## src/rtl/dfx_router_pkg.sv

```systemverilog
`default_nettype none
// ============================================================================
// Module      : dfx_router_pkg
// Description : Shared widths, beat type, segmenter state encoding and the
//               payload word generator for the 4-lane DFX router path.
// Revision    : 1.0 - initial release
// ============================================================================
package dfx_router_pkg;

    localparam int LANES        = 4;
    localparam int LANE_W       = 32;
    localparam int PAYLOAD_W    = 1024;
    localparam int ADDR_W       = 10;
    localparam int DFX_W        = 2;
    localparam int NUM_PORTS    = 1 << DFX_W;
    localparam int BEAT_W       = LANES * LANE_W;
    localparam int BEATS        = PAYLOAD_W / BEAT_W;
    localparam int RECV_W       = PAYLOAD_W + ADDR_W;
    localparam int HDR_ADDR_LSB = 10;

    localparam logic [3:0] c_payload_tag = 4'hA;

    // One beat on a hop: four lanes plus a flag marking the header beat
    typedef struct packed {
        logic                          hdr;
        logic [LANES-1:0][LANE_W-1:0]  lane;
    } beat_t;

    typedef enum logic [1:0] {
        ST_IDLE      = 2'd0,
        ST_HDR       = 2'd1,
        ST_DATA      = 2'd2,
        ST_WAIT_DONE = 2'd3
    } seg_state_t;

    // Payload word k of a packet built from the captured request fields
    function automatic logic [LANE_W-1:0] payload_word(
        input logic [DFX_W-1:0]  src_dfx,
        input logic [DFX_W-1:0]  dst_dfx,
        input logic [ADDR_W-1:0] scr_addr,
        input logic [5:0]        k
    );
        return {c_payload_tag, src_dfx, dst_dfx, scr_addr, 8'h00, k};
    endfunction

endpackage
`default_nettype wire

```

## src/rtl/dfx_router_if.sv

```systemverilog
`default_nettype none
// ============================================================================
// Module      : dfx_router_if
// Description : Router-to-reassembly hop: one-hot output-port valids, the
//               beat being carried and the receiver's registered ack pulse.
// Revision    : 1.0 - initial release
// ============================================================================
interface dfx_router_if;
    import dfx_router_pkg::*;

    logic [NUM_PORTS-1:0] port_valid;
    beat_t                beat;
    logic                 ack;

    modport master (output port_valid, output beat, input ack);
    modport slave  (input port_valid, input beat, output ack);

endinterface
`default_nettype wire

```

## src/rtl/dfx_reassembly.sv

```systemverilog
`default_nettype none
// ============================================================================
// Module      : dfx_reassembly
// Description : Accepts header and data beats from any router port, acks each
//               one, rebuilds {payload, dst_addr} and publishes it with a
//               one-cycle valid pulse.
// Revision    : 1.0 - initial release
// ============================================================================
module dfx_reassembly
    import dfx_router_pkg::*;
(
    input  wire logic               clk,
    input  wire logic               rst_n,
    dfx_router_if.slave             hop,
    output logic                    o_recv_valid,
    output logic [RECV_W-1:0]       o_recv_data,
    output logic [DFX_W-1:0]        o_recv_dfx
);

    logic                          w_valid;
    logic [DFX_W-1:0]              w_port;
    logic                          r_ack;
    logic                          r_last;
    logic [2:0]                    r_cnt;
    logic [ADDR_W-1:0]             r_addr;
    logic [DFX_W-1:0]              r_port;
    logic [BEATS-1:0][BEAT_W-1:0]  r_payload;

    assign hop.ack = r_ack;

    // Collapse the one-hot port valids into a single valid and a port number
    always_comb begin
        w_valid = |hop.port_valid;
        w_port  = '0;
        for (int p = 0; p < NUM_PORTS; p++) begin
            if (hop.port_valid[p]) begin
                w_port = DFX_W'(p);
            end
        end
    end

    // Capture each beat once (not while its ack is out), then publish the packet
    always_ff @(posedge clk) begin
        if (!rst_n) begin
            r_ack        <= 1'b0;
            r_last       <= 1'b0;
            r_cnt        <= '0;
            r_addr       <= '0;
            r_port       <= '0;
            r_payload    <= '0;
            o_recv_valid <= 1'b0;
            o_recv_data  <= '0;
            o_recv_dfx   <= '0;
        end else begin
            r_ack        <= 1'b0;
            r_last       <= 1'b0;
            o_recv_valid <= r_last;
            if (r_last) begin
                o_recv_data <= {r_payload, r_addr};
                o_recv_dfx  <= r_port;
            end
            if (w_valid && !r_ack) begin
                r_ack <= 1'b1;
                if (hop.beat.hdr) begin
                    r_addr <= hop.beat.lane[0][HDR_ADDR_LSB +: ADDR_W];
                    r_port <= w_port;
                    r_cnt  <= '0;
                end else begin
                    r_payload[r_cnt] <= hop.beat.lane;
                    r_cnt            <= r_cnt + 3'd1;
                    if (r_cnt == 3'(BEATS - 1)) begin
                        r_last <= 1'b1;
                    end
                end
            end
        end
    end

endmodule
`default_nettype wire

```

## src/rtl/dfx_router_system.sv

```systemverilog
`default_nettype none
// ============================================================================
// Module      : dfx_router_system
// Description : Request capture, payload generation, segmentation into 4x32
//               beats, a registered steering router stage and the reassembly
//               unit for one packet at a time.
// Revision    : 1.0 - initial release
// ============================================================================
module dfx_router_system
    import dfx_router_pkg::*;
(
    input  wire logic               clk,
    input  wire logic               rst_n,
    input  wire logic [DFX_W-1:0]   src_router,
    input  wire logic               router_start_req,
    input  wire logic [ADDR_W-1:0]  router_scr_addr,
    input  wire logic [ADDR_W-1:0]  router_dst_addr,
    input  wire logic [DFX_W-1:0]   router_src_dfx,
    input  wire logic [DFX_W-1:0]   router_dst_dfx,
    output logic                    recv_valid,
    output logic [RECV_W-1:0]       recv_data,
    output logic [DFX_W-1:0]        recv_dfx,
    output logic                    busy
);

    // Request capture
    logic                 r_prev_req;
    logic                 w_start;
    logic [DFX_W-1:0]     r_src_router;
    logic [DFX_W-1:0]     r_src_dfx;
    logic [DFX_W-1:0]     r_dst_dfx;
    logic [ADDR_W-1:0]    r_scr_addr;
    logic [ADDR_W-1:0]    r_dst_addr;

    // Segmenter
    seg_state_t           r_state;
    seg_state_t           w_state_nxt;
    logic [2:0]           r_beat_idx;
    logic [2:0]           w_beat_idx_nxt;
    logic                 w_seg_valid;
    beat_t                w_seg_beat;

    // Router stage
    logic                 r_seg_ack;
    logic                 w_accept;
    logic                 r_slot_valid;
    beat_t                r_slot_beat;
    logic [DFX_W-1:0]     r_slot_port;
    logic [NUM_PORTS-1:0] w_port_valid;

    dfx_router_if hop_if ();

    assign w_start = (r_state == ST_IDLE) && router_start_req && !r_prev_req;
    assign busy    = (r_state != ST_IDLE);

    // Rising-edge detect on start_req and latch the request fields on acceptance
    always_ff @(posedge clk) begin
        if (!rst_n) begin
            r_prev_req   <= 1'b1;
            r_src_router <= '0;
            r_src_dfx    <= '0;
            r_dst_dfx    <= '0;
            r_scr_addr   <= '0;
            r_dst_addr   <= '0;
        end else begin
            r_prev_req <= router_start_req;
            if (w_start) begin
                r_src_router <= src_router;
                r_src_dfx    <= router_src_dfx;
                r_dst_dfx    <= router_dst_dfx;
                r_scr_addr   <= router_scr_addr;
                r_dst_addr   <= router_dst_addr;
            end
        end
    end

    // Segmenter state and beat counter registers
    always_ff @(posedge clk) begin
        if (!rst_n) begin
            r_state    <= ST_IDLE;
            r_beat_idx <= '0;
        end else begin
            r_state    <= w_state_nxt;
            r_beat_idx <= w_beat_idx_nxt;
        end
    end

    // Segmenter: hold each beat until its ack, then present the next one
    always_comb begin
        w_state_nxt    = r_state;
        w_beat_idx_nxt = r_beat_idx;
        w_seg_valid    = 1'b0;
        w_seg_beat     = '0;
        case (r_state)
            ST_IDLE: begin
                if (w_start) begin
                    w_state_nxt    = ST_HDR;
                    w_beat_idx_nxt = '0;
                end
            end
            ST_HDR: begin
                w_seg_valid        = 1'b1;
                w_seg_beat.hdr     = 1'b1;
                w_seg_beat.lane[0] = {r_src_router, r_src_dfx, r_dst_dfx, 6'b0,
                                      r_dst_addr, 10'b0};
                if (r_seg_ack) begin
                    w_state_nxt = ST_DATA;
                end
            end
            ST_DATA: begin
                w_seg_valid = 1'b1;
                for (int j = 0; j < LANES; j++) begin
                    w_seg_beat.lane[j] = payload_word(r_src_dfx, r_dst_dfx, r_scr_addr,
                                                      {1'b0, r_beat_idx, 2'(j)});
                end
                if (r_seg_ack) begin
                    if (r_beat_idx == 3'(BEATS - 1)) begin
                        w_state_nxt = ST_WAIT_DONE;
                    end else begin
                        w_beat_idx_nxt = r_beat_idx + 3'd1;
                    end
                end
            end
            ST_WAIT_DONE: begin
                if (recv_valid) begin
                    w_state_nxt = ST_IDLE;
                end
            end
            default: begin
                w_state_nxt = ST_IDLE;
            end
        endcase
    end

    // The slot takes a new beat when empty or when its current beat is being acked
    assign w_accept = w_seg_valid && !r_seg_ack && (!r_slot_valid || hop_if.ack);

    // Router slot register and the ack pulse back to the segmenter
    always_ff @(posedge clk) begin
        if (!rst_n) begin
            r_seg_ack    <= 1'b0;
            r_slot_valid <= 1'b0;
            r_slot_beat  <= '0;
            r_slot_port  <= '0;
        end else begin
            r_seg_ack <= w_accept;
            if (w_accept) begin
                r_slot_valid <= 1'b1;
                r_slot_beat  <= w_seg_beat;
                r_slot_port  <= r_dst_dfx;
            end else if (hop_if.ack) begin
                r_slot_valid <= 1'b0;
            end
        end
    end

    // Steer the held beat onto the output port selected by dst_dfx
    always_comb begin
        w_port_valid = '0;
        if (r_slot_valid) begin
            w_port_valid[r_slot_port] = 1'b1;
        end
    end

    assign hop_if.port_valid = w_port_valid;
    assign hop_if.beat       = r_slot_beat;

    dfx_reassembly u_reassembly (
        .clk          (clk),
        .rst_n        (rst_n),
        .hop          (hop_if.slave),
        .o_recv_valid (recv_valid),
        .o_recv_data  (recv_data),
        .o_recv_dfx   (recv_dfx)
    );

endmodule
`default_nettype wire

```

## config.mk

```make
export PLATFORM = sky130hd
export DESIGN_NAME = dfx_router_system
export DESIGN_NICKNAME = d
export VERILOG_FILES = /design/src/rtl/dfx_router_pkg.sv /design/src/rtl/dfx_router_if.sv /design/src/rtl/dfx_reassembly.sv /design/src/rtl/dfx_router_system.sv
export SDC_FILE = /design/constraint.sdc
export NUM_CORES = 2
export LEC_CHECK = 0
export CAP_MARGIN = 20
export CORE_AREA = 2 2 415 417
export DETAILED_ROUTE_END_ITERATION = 10
export DIE_AREA = 0 0 417 419
export HOLD_SLACK_MARGIN = 0.08
export PLACE_DENSITY = 0.42
export REMOVE_ABC_BUFFERS = 1
export SYNTH_ARGS = -nofsm -noshare
export SYNTH_HDL_FRONTEND = slang
export SYNTH_SLANG_ARGS = --single-unit
```

## constraint.sdc

```tcl
create_clock -name clk -period 2.2 [get_ports clk]
set_input_delay 0.44 -clock clk [delete_from_list [all_inputs] [get_ports clk]]
set_output_delay 0.44 -clock clk [all_outputs]
set_load 0.01 [all_outputs]
```

==> out/qor.json <==
{
  "worst_setup_path": {
    "setup.worst_path.class": "register to output pin",
    "crit_path_cell_trace": "clkdlybuf4s50_1",
    "reg2reg_setup_slack_ns": 0.30,
    "reg2reg_from": "r_state[0]",
    "end_kind": "output pin",
    "critPathMaxStageDelay_ns": 0.58,
    "crit_arrival_ns": 1.69,
    "critical_path.n_buffers_inverters": 1,
    "cp_data_required_time_ns": 1.76,
    "worst_path_max_delay_cell": "sky130_fd_sc_hd__clkdlybuf4s50_1",
    "crit-reg2reg-capture": "hop_if.beat[26]",
    "critical_path.startpoint_type": "register",
    "critical_path.top_delay_family": "buffers and inverters",
    "worstRegToRegCells": 6,
    "cp_max_fo": 4
  },
  "routing": {
    "via_to_cell_ratio": 3.83,
    "dr_total_vias": 22516,
    "dr.first_iter.drc_count": 1364,
    "antenna_violating_nets_post_route": 0,
    "drt-total-wl_um": 110000,
    "detail_route.drc_violations": 0,
    "detail_route.first_pass.iterations": 5,
    "detail_route.wl_per_cell_um": 18.7
  },
  "pwr": {
    "static-leakage-power_nw": 12.9,
    "peakVddDrop_uv": 626,
    "power_per_cell_area_nw_per_um2": 755,
    "total_power_w": 0.0288
  },
  "floorplan": {
    "die_area_um2": 175000,
    "initial_cell_density_of_the_core": 0.174,
    "num_rows": 152,
    "io_pins": 1067,
    "die_width_um": 417,
    "design.core.area_um2": 171000,
    "die-height_um": 419
  },
  "yosys": {
    "synth-seq-area-share": 0.436,
    "postSynthCellCount": 3376,
    "number_of_synthesized_register_bits": 645,
    "synth_cell_type_count": 44,
    "synth_ff_type": "sky130_fd_sc_hd__dfxtp_1",
    "async_reset_ff_frac": 0,
    "yosysWarningCount": 0,
    "synth_edf_count": 0,
    "synthesis.area_um2": 29600,
    "avgSynthCellArea_um2": 8.77
  },
  "min_path": {
    "timing.hold.worst_path_depth": 3,
    "hold-path-endpoint": "u_reassembly.o_recv_data[154]",
    "timing.hold.worst.class": "input port to register",
    "hold_path_startpoint": "rst_n"
  },
  "run": {
    "cap_viol_max_count": 0
  },
  "placement": {
    "place.detailed.hpwl_um": 73800,
    "placedCellCount": 5725,
    "io_buffer_count": 730,
    "preCtsSetupSlack_ns": 0.213,
    "placed_area_um2": 35400,
    "place.gp.congestion": 0.695
  },
  "sta": {
    "timing.final.crit_period_ns": 2.13,
    "worst_max_slew_pin_slew_ns": 0.775,
    "final_hold_vios": 0,
    "maxSlewHeadroom": 0.483,
    "clock-skew-final_ns": 0.0354,
    "worst_slack_ns": 0.0677,
    "fmax_mhz": 469,
    "setup_viol_count_final": 0,
    "grt_setup_unrepaired": "false",
    "fin_tns_setup_ns": 0,
    "maxSlewViolCount": 0,
    "post-route-period-util": 0.969
  },
  "final_layout": {
    "final_common_cell": "sky130_fd_sc_hd__clkdlybuf4s50_1",
    "area_delta_synth_final_pct": 28.7,
    "layout.cells.non_filler": 5876,
    "drive_above_1_share": 0.0890,
    "mostFrequentLayoutCells": "sky130_fd_sc_hd__clkdlybuf4s50_1 (674), sky130_fd_sc_hd__dfxtp_1 (563), sky130_fd_sc_hd__a21oi_1 (345)",
    "fin_nets": 3614,
    "fin_area_um2": 38100
  },
  "outcome": {
    "status": "complete, no violations"
  },
  "cts": {
    "cts.sinks": 645,
    "cts.root.buffer_cell": "sky130_fd_sc_hd__clkbuf_16",
    "worst_skew_pair.late_latency_ns": 0.69,
    "tritoncts": "done",
    "cts_buf_count": 80,
    "hold_buffers": 0,
    "htreeDepth": 3,
    "path_clk_slew_ns": 0.06,
    "clock_tree.buffer_depth": 3
  },
  "grt": {
    "grt_use_total": 0.118,
    "number_of_global_route_vias_before_repair": 20642,
    "grt_start_max_net_pins": 75,
    "number_of_antenna_violations_at_the_first_check_in_global_routing": 13,
    "grt_pass1_wl_um": 153000,
    "gr-total-overflow": 0
  }
}
## power breakdown
| part | switching, W | internal [W] | total (W) |
|---|---|---|---|
| Sequential | 0.000154 | 0.0118 | 0.0119 |
| Clock | 0.00565 | 0.00762 | 0.0133 |
| Combinational | 0.00281 | 0.000790 | 0.00360 |
| Total | 0.00862 | 0.0202 | 0.0288 |
## metal layers
layer  share of wire  up-vias  track usage
li1                -    10717            -
met1            0.41    10870        0.144
met2            0.50      776        0.206
met3           0.045      153       0.0187
met4           0.039        0       0.0506
met5               0        -            0
## stage by stage
| step | hold slack, ns | utilization |
|---|---|---|
| after floorplan | 0.432 | - |
| after global placement | 0.443 | 0.207 |
| after detailed placement | 0.446 | 0.207 |
| after CTS | 0.241 | 0.223 |
| after global routing | 0.257 | 0.223 |
| final | 0.299 | 0.223 |
## area by class of cell
cell class	count	area [um^2]
clock buffers	117	2310
fillers	18549	132000
diodes	3	7.51
repair buffers	824	8600
clock inverters	29	324
inverters	5	26.3
flip-flops and latches	645	13000
well taps	2233	2790
multi-input cells	2020	11000
## Yosys cell counts (3+ instances only)
cell | instances | share of area
sky130_fd_sc_hd__inv_1 | 4 | 0.00051
sky130_fd_sc_hd__and3b_1 | 4 | 0.0012
sky130_fd_sc_hd__buf_6 | 6 | 0.0023
sky130_fd_sc_hd__nor2_1 | 286 | 0.036
sky130_fd_sc_hd__a211oi_1 | 3 | 0.00076
sky130_fd_sc_hd__o21ai_1 | 79 | 0.013
sky130_fd_sc_hd__nand4_1 | 23 | 0.0049
sky130_fd_sc_hd__nand3b_1 | 6 | 0.0015
sky130_fd_sc_hd__mux2i_1 | 286 | 0.097
sky130_fd_sc_hd__and3_1 | 8 | 0.0017
sky130_fd_sc_hd__nand3_1 | 296 | 0.050
sky130_fd_sc_hd__o211ai_1 | 16 | 0.0041
sky130_fd_sc_hd__buf_4 | 764 | 0.19
sky130_fd_sc_hd__clkbuf_1 | 170 | 0.022
sky130_fd_sc_hd__o21ai_0 | 221 | 0.037
sky130_fd_sc_hd__dfxtp_1 | 645 | 0.44
sky130_fd_sc_hd__a21oi_1 | 345 | 0.058
sky130_fd_sc_hd__buf_1 | 10 | 0.0013
sky130_fd_sc_hd__buf_8 | 4 | 0.0020
sky130_fd_sc_hd__nand2_1 | 74 | 0.0094
sky130_fd_sc_hd__nand2b_1 | 5 | 0.0011
sky130_fd_sc_hd__nor2b_1 | 4 | 0.00084
sky130_fd_sc_hd__buf_2 | 86 | 0.015
sky130_fd_sc_hd__ha_1 | 9 | 0.0038
## state kept, by name, indices dropped and copies added, names as in the netlist, 3 cells and up
| signal | flops |
|---|---|
| r_dst_addr | 10 |
| hop_if.beat | 35 |
| u_reassembly.r_addr | 10 |
| u_reassembly.r_payload | 272 |
| r_beat_idx | 3 |
| u_reassembly.r_cnt | 3 |
| u_reassembly.o_recv_data | 282 |
| r_scr_addr | 10 |
## how the worst max path moves through the flow
stage | cells past startpoint | startpoint | end
6_report | 1 | u_reassembly.o_recv_data[122] | recv_data[90]
5_1_grt | 1 | u_reassembly.o_recv_data[378] | recv_data[378]
4_1_cts | 1 | u_reassembly.o_recv_data[122] | recv_data[90]
2_1_floorplan | 2 | u_reassembly.r_last | u_reassembly.o_recv_data[0]
3_3_place_gp | 6 | r_state[0] | hop_if.beat[26]
3_5_place_dp | 6 | r_state[0] | hop_if.beat[26]
## cells by family (layout without fill, tap and decap cells)
kind of cell / after synthesis / count (layout) / synth area share
AOI/OAI and AO/OA: 671 / 671 / 0.116
adders and majority gates: 9 / 9 / 0.00380
buffers and inverters: 1046 / 975 / 0.237
DFF: 645 / 645 / 0.436
muxes: 286 / 286 / 0.0967
other: 1 / 339 / 0.000127
and+or+nand+nor: 718 / 718 / 0.111
## repair_timing
item                       in CTS  in global routing
setup endpoints to repair     286                 47
gates cloned                    0                  0
pin swaps                       0                  0
gates resized for setup       132                 19
buffers inserted                2                  0
Power figures use the tool's default switching activity.
